### src/rtl/ptw_mem_arbiter.sv
// Page-table-walk memory port arbiter: two walkers share one memory port,
// one transaction in flight, round-robin grant, PTE window/alignment check,
// response timeout, and flush handling that swallows late memory responses.
module ptw_mem_arbiter #(
    parameter int unsigned TIMEOUT_CYCLES = 64,
    parameter logic [31:0] PT_BASE        = 32'h0000_1000,
    parameter logic [31:0] PT_LIMIT       = 32'h000F_FFFF
) (
    input  logic        clk,
    input  logic        rst_n,
    input  logic        flush,

    input  logic        req0_req,
    input  logic [31:0] req0_addr,
    output logic [31:0] req0_rdata,
    output logic        req0_rvalid,
    output logic        req0_fault,

    input  logic        req1_req,
    input  logic [31:0] req1_addr,
    output logic [31:0] req1_rdata,
    output logic        req1_rvalid,
    output logic        req1_fault,

    output logic        mem_req,
    output logic [31:0] mem_addr,
    input  logic [31:0] mem_rdata,
    input  logic        mem_rvalid,
    input  logic        mem_fault,

    output logic        busy,
    output logic        grant_id
);

    localparam int unsigned ADDR_W   = 32;
    localparam int unsigned CNT_W    = (TIMEOUT_CYCLES > 1) ? $clog2(TIMEOUT_CYCLES) : 1;
    localparam logic [CNT_W-1:0] CNT_LAST = CNT_W'(TIMEOUT_CYCLES - 1);

    typedef enum logic [2:0] {
        S_IDLE  = 3'd0,
        S_ERR   = 3'd1,
        S_ISSUE = 3'd2,
        S_WAIT  = 3'd3,
        S_DRAIN = 3'd4
    } state_t;

    state_t              state;
    logic                last_grant;
    logic [CNT_W-1:0]    cnt;
    logic [ADDR_W-1:0]   lat_addr;

    logic                elig0;
    logic                elig1;
    logic                any_req;
    logic                pick;
    logic [ADDR_W-1:0]   pick_addr;
    logic                pick_legal;
    logic                cnt_last;

    logic                rsp_fire;
    logic [31:0]         rsp_data;
    logic                rsp_fault;

    // Arbitration: a requester being answered this cycle is masked so it
    // cannot be re-granted while it is still dropping its request.
    always_comb begin
        elig0   = req0_req & ~req0_rvalid;
        elig1   = req1_req & ~req1_rvalid;
        any_req = elig0 | elig1;
        pick    = 1'b0;
        if (elig0 && elig1) begin
            pick = ~last_grant;
        end else if (elig1) begin
            pick = 1'b1;
        end
        pick_addr  = pick ? req1_addr : req0_addr;
        pick_legal = (pick_addr >= PT_BASE) && (pick_addr <= PT_LIMIT)
                     && (pick_addr[1:0] == 2'b00);
    end

    assign cnt_last = (cnt == CNT_LAST);

    // Response selection: flush beats a same-cycle memory reply and a timeout.
    always_comb begin
        rsp_fire  = 1'b0;
        rsp_data  = '0;
        rsp_fault = 1'b0;
        unique case (state)
            S_ERR: begin
                rsp_fire  = 1'b1;
                rsp_fault = 1'b1;
            end
            S_WAIT: begin
                if (mem_rvalid) begin
                    rsp_fire  = ~flush;
                    rsp_data  = mem_rdata;
                    rsp_fault = mem_fault;
                end else if (!flush && cnt_last) begin
                    rsp_fire  = 1'b1;
                    rsp_fault = 1'b1;
                end
            end
            default: begin
            end
        endcase
    end

    // Walk sequencing: grant, issue, wait/timeout, drain after abort.
    always_ff @(posedge clk or negedge rst_n) begin
        if (!rst_n) begin
            state      <= S_IDLE;
            last_grant <= 1'b1;
            grant_id   <= 1'b0;
            cnt        <= '0;
            lat_addr   <= '0;
        end else begin
            unique case (state)
                S_IDLE: begin
                    if (any_req) begin
                        grant_id   <= pick;
                        last_grant <= pick;
                        lat_addr   <= pick_addr;
                        state      <= pick_legal ? S_ISSUE : S_ERR;
                    end
                end
                S_ERR: begin
                    state <= S_IDLE;
                end
                S_ISSUE: begin
                    cnt   <= '0;
                    state <= flush ? S_DRAIN : S_WAIT;
                end
                S_WAIT: begin
                    if (mem_rvalid) begin
                        state <= S_IDLE;
                    end else if (flush || cnt_last) begin
                        cnt   <= '0;
                        state <= S_DRAIN;
                    end else begin
                        cnt <= cnt + CNT_W'(1);
                    end
                end
                S_DRAIN: begin
                    if (mem_rvalid || cnt_last) begin
                        state <= S_IDLE;
                    end else begin
                        cnt <= cnt + CNT_W'(1);
                    end
                end
                default: begin
                    state <= S_IDLE;
                end
            endcase
        end
    end

    // Registered requester responses, steered to the current owner.
    always_ff @(posedge clk or negedge rst_n) begin
        if (!rst_n) begin
            req0_rvalid <= 1'b0;
            req0_fault  <= 1'b0;
            req0_rdata  <= '0;
            req1_rvalid <= 1'b0;
            req1_fault  <= 1'b0;
            req1_rdata  <= '0;
        end else begin
            req0_rvalid <= 1'b0;
            req1_rvalid <= 1'b0;
            if (rsp_fire) begin
                if (grant_id) begin
                    req1_rvalid <= 1'b1;
                    req1_fault  <= rsp_fault;
                    req1_rdata  <= rsp_data;
                end else begin
                    req0_rvalid <= 1'b1;
                    req0_fault  <= rsp_fault;
                    req0_rdata  <= rsp_data;
                end
            end
        end
    end

    // Memory side and status decoded straight from the state register.
    assign mem_req  = (state == S_ISSUE);
    assign mem_addr = mem_req ? lat_addr : '0;
    assign busy     = (state != S_IDLE);

endmodule
### config.mk
export PLATFORM = sky130hd
export DESIGN_NAME = ptw_mem_arbiter
export DESIGN_NICKNAME = d
export VERILOG_FILES = /design/src/rtl/ptw_mem_arbiter.sv
export SDC_FILE = /design/constraint.sdc
export NUM_CORES = 1
export LEC_CHECK = 0
export ABC_CLOCK_PERIOD_IN_PS = 3700
export CAP_MARGIN = 20
export CORE_MARGIN = 4
export CORE_UTILIZATION = 48
export CTS_CLUSTER_SIZE = 16
export DETAILED_ROUTE_END_ITERATION = 16
export PLACE_DENSITY_LB_ADDON = 0.15
export SLEW_MARGIN = 20
export SYNTH_ARGS = -nofsm -noshare
export SYNTH_HDL_FRONTEND = slang
export SYNTH_SLANG_ARGS = --single-unit
### constraint.sdc
create_clock -name clk -period 3.7 [get_ports clk]
set_clock_uncertainty 0.1 [all_clocks]
set_input_delay 0.555 -clock clk [delete_from_list [all_inputs] [get_ports clk]]
set_output_delay 0.555 -clock clk [all_outputs]
set_load 0.01 [all_outputs]
* Word level (Yosys, flattened, before mapping)
Index checks and enable logic that the tools add are counted.
Storage, ports and cells: memory bits (writable) 0, memories kept 0, output and inout bits 103, input port bits 103, bits in latches 0, memory bits (read-only) 0, bits in registers 111
Operators by class: reduce and logical (&&, ||, !) cells 16, multiplexer cells 26, add/sub/neg operators 1, eq/ne operators 10, $mul 0, shifts and indexed selects 0, order comparisons 2, bitwise gates (word level) 8, div/mod/pow operators 0
Operators with widths (count):
- 32-bit two-way mux | 4
- 32-bit by 13-bit greater-or-equal comparator with 1-bit output, second input constant | 1
- 32-bit by 20-bit less-or-equal comparator with 1-bit output, second input constant | 1
- 6-bit two-way mux | 3
- 6-bit case mux with 3 select lines | 1
- 3-bit two-way mux | 5
- 3-bit case mux with 4 select lines | 1
- 1-bit two-way mux | 9
- 2-bit inequality test, second input constant | 4
- 6-bit by 1-bit adder with 6-bit output, second input constant | 1
- 3-bit by 2-bit equality test with 1-bit output, second input constant | 2
- 6-bit equality test, second input constant | 1
- 2-bit AND reduction | 3
- 3-bit AND reduction | 2
- 3-bit nonzero test | 2
- 1-bit inverter | 5
- 1-bit logical AND | 4
- 1-bit case mux with 2 select lines | 2
- 3-bit by 1-bit equality test with 1-bit output, second input constant | 1
- 3-bit equality test, second input constant | 1
- 3-bit zero test | 1
- 3-bit inequality test, second input constant | 1
- 1-bit bitwise AND | 2
- 2-bit zero test | 1
- other kinds (4) | 5

* Logic depth before layout (Yosys ltp)
depth after elaboration 11, mapped depth 8

* Least setup slack after synthesis
OpenSTA, ideal clock, no wires.
kind flip-flop to flip-flop, start register cnt[0], end register req1_rdata[10], arrival 1.974 ns, path slack 1.501 ns, buffers on the path 2, cell stages (with the launch flop) 8, path through dfrtp_1 -> ha_1 -> and4_1 -> buf_6 -> a21oi_4 -> a2111oi_4 -> buf_6 -> mux2_4
On the way: cells in the longest elaborated chain, start to end 6
RTL lines:
- start, declared | RTL line 49 | logic [CNT_W-1:0] cnt;
- start signal, assigned | RTL line 140 | cnt <= cnt + CNT_W'(1);
- start signal, assigned | RTL line 147 | cnt <= cnt + CNT_W'(1);
- 6-bit equality test | RTL line 81 | assign cnt_last = (cnt == CNT_LAST);
- 1-bit logical AND | RTL line 98 | end else if (!flush && cnt_last) begin
- 1-bit two-way mux | RTL line 98
- 1-bit two-way mux | RTL line 94 | if (mem_rvalid) begin
- 1-bit case mux with 2 select lines | RTL line 88 | unique case (state)
- 2-bit AND reduction (no line)
- end signal, assigned | RTL line 173 | req1_rdata <= rsp_data;
- end, declared | RTL line 21 | output logic [31:0] req1_rdata,
No other way between the ends. A chain may end at the register's enable or synchronous reset.

* Final worst setup path
start register state[1], end output mem_addr[13]
On the way: cells in the longest elaborated chain, start to end 2
RTL lines:
- start, declared | RTL line 47 | state_t state;
- start signal, assigned | RTL line 123 | state <= pick_legal ? S_ISSUE : S_ERR;
- start signal, assigned | RTL line 131 | state <= flush ? S_DRAIN : S_WAIT;
- 3-bit by 2-bit equality test with 1-bit output | RTL line 184 | assign mem_req = (state == S_ISSUE);
- 32-bit two-way mux | RTL line 185 | assign mem_addr = mem_req ? lat_addr : '0;
- end, declared | RTL line 26 | output logic [31:0] mem_addr,
No other way between the ends.

==> results.cfg <==
[outcome]
status = complete, no violations

[global_route]
grt_usage = 0.218
grt_max_degree = 60
first_global_vias = 4445
grt_pass1_wl_um = 22600
overflow = 0
antenna_found_initial = 0

[floorplan]
dieArea_um2 = 13300
coreArea_um2 = 11000
die_y_um = 115
initial_core_util = 0.500
top_level_ports = 206
placementRows = 38
die_x_um = 115

[critical_path]
cp_data_arrival_time_ns = 2.48
cpMaxStageDelayCell = dfrtp_1
crit_path_start_kind = flip-flop
path_cells = nand2b_1 -> nor2_1 -> buf_4 -> and2_1 -> clkdlybuf4s50_1
path_max_fanout = 33
setup.worst_path.class = reg -> out
worst_setup_path_end_kind = primary output
max_stage_delay_ns = 0.68
crit_required_ns = 3.04

[cts]
numClockSinks = 111
cts.repair.resized = 0
htree_num_levels = 3
clock_latency_ns = 0.35
cts_setup_buffers = 0
cts_buffers = 9
cts.hold.buffers_added = 0
cts_tree = yes
clockRootBuffer = clkbuf_16
path_clk_slew_ns = 0.07
clockBufferDepth = 2

[timing]
finalWorstSetupSlack_ns = 0.565
setup_viol = 0
slew_violations = 0
rsz0062_at_grt = no
finalSetupTns_ns = 0
holdWs_ns = 0.176
tightest_slew_ns = 1.05
hold_viol = 0
fmax_mhz = 319
slew_headroom = 0.299
min_period_ns = 3.14
fin_crit_sh = 0.847

[logic_synthesis]
yosysUniqueCellTypes = 45
muxShareOfSynthArea = 0.234
avgSynthCellArea_um2 = 12.0
synth-seq-cells = 111
yosysWarnings = 0
synthCells = 460
synth_xor_area_frac = 0
syn_area_um2 = 5520
synth_edf_count = 0
synth_ff_type = dfrtp_1
post_synth_fa_ha_maj_area_fraction = 0.00227
synthSimpleGateAreaFrac = 0.143
synth_compound_area_frac = 0.0784
seq_area_frac_synth = 0.504
synth_top_family_by_area = multiplexers
async_flop_share = 1.00
synth_fp_nets = 564

[routing]
num_vias = 4203
wirelength_um = 14500
drtPass1Iterations = 4
wire_per_inst_um = 18.1
drc = 0
drtAntennaViolNets = 0
via_per_inst = 5.26
drtIter0Drc = 134

[cells_and_area]
fillCellCount = 797
layout_common_cells = clkdlybuf4s50_1, dfrtp_1, and2_1
multi_input_area_um2 = 2540
nets = 758
drive_gt1_frac = 0.146
design_area_um2 = 7940
finalNonFillerCells = 799
final_common_cell = clkdlybuf4s50_1
diodes = 0
register_area_um2 = 2780
area_growth_pct = 43.8

[placed_design]
dp.final_hpwl_um = 10700
port_buffers = 205
place_ws_ns = 0.671
place_area_um2 = 7660
place_inst = 783
place.gp.congestion = 0.831

[pwr]
p_per_area_nw_per_um2 = 437
ir_drop_mv = 0.245
p_leak_nw = 3.59

[flow_run]
drv_cap = 0

[hold_path]
hold_path.class = in -> async
where the power goes:
| part | internal (mW) | switching (mW) | total, mW |
|---|---|---|---|
| Clock | 0.478 | 0.427 | 0.905 |
| Combinational | 0.482 | 0.542 | 1.02 |
| Sequential | 1.43 | 0.112 | 1.54 |
| Total | 2.39 | 1.08 | 3.47 |
critical path, delay by kind of cell, from the launching register on:
| family | cells | cell delay (ns) |
|---|---|---|
| DFF | 1 | 0.68 |
| and+or+nand+nor | 3 | 0.59 |
| buffers and inverters | 2 | 0.85 |
final timing paths:
check,start,slack [ns],cells past startpoint,endpoint
min in group clk,lat_addr[27]$_DFFE_PN0P_,0.37,2,lat_addr[27]$_DFFE_PN0P_
hold / removal,rst_n,0.18,1,lat_addr[10]$_DFFE_PN0P_
setup reg to reg,cnt[1]$_DFFE_PN0P_,1.01,5,req0_rdata[29]$_DFFE_PN0P_
hold reg to reg,lat_addr[27]$_DFFE_PN0P_,0.37,2,lat_addr[27]$_DFFE_PN0P_
max in group asynchronous,rst_n,2.46,2,req0_rdata[21]$_DFFE_PN0P_
setup / recovery,state[1]$_DFFE_PN0P_,0.56,5,mem_addr[13]
Yosys cell counts, types with 2 or more instances:
cell type	n	area [um2]
or4_1	2	15.0
nor2b_1	2	12.5
nor2_1	9	33.8
and2_1	64	400
a2111oi_0	2	17.5
nand3_1	2	10.0
o22ai_1	4	25.0
buf_6	7	78.8
nor4_1	6	37.5
mux2_2	8	90.1
and4_1	2	17.5
mux2i_1	33	330
nor3_1	4	20.0
a211oi_1	2	15.0
a21oi_1	4	20.0
inv_1	10	37.5
nor3b_1	2	15.0
nand2_1	38	143
o221ai_1	4	35.0
a31oi_1	5	31.3
clkbuf_1	16	60.1
o21ai_0	35	175
buf_2	6	30.0
nand2b_1	6	37.5
mux2_4	58	871
dfrtp_1	110	2750
stage by stage:
stage	total power, mW	utilization
3_3_place_gp	2.56	0.694
6_report	3.47	0.719
2_1_floorplan	2.25	-
5_1_grt	3.69	0.719
4_1_cts	3.50	0.719
3_5_place_dp	2.59	0.694
metal layers:
metal,wire (um),GRT usage,vias up
met3,1070,0.0711,18
li1,-,-,1988
met4,303,0.0689,0
met1,5980,0.266,2050
met2,7110,0.368,147
met5,0,0,-
cells by family after synthesis:
family / count (synthesis)
buffers and inverters: 40
AND/OR/NAND/NOR: 143
flip-flops: 111
adder cells (fa/ha/maj): 1
multiplexers: 99
AO/OA/AOI/OAI: 66
layout make-up:
class,count,share of cell area
Clock buffer,12,0.0311
Clock inverter,4,0.00394
Inverter,10,0.00473
Multi-Input combinational cell,309,0.321
Sequential cell,111,0.350
Tap cell,140,0.0221
Timing Repair Buffer,213,0.267
registers in the layout, summed over array words and instances, names as in the netlist:
signal       cells
cnt              6
grant_id         1
last_grant       1
lat_addr        32
req0_fault       1
req0_rdata      32
req0_rvalid      1
req1_fault       1
req1_rdata      32
req1_rvalid      1
state            3
(Power assumes the default switching activity.)
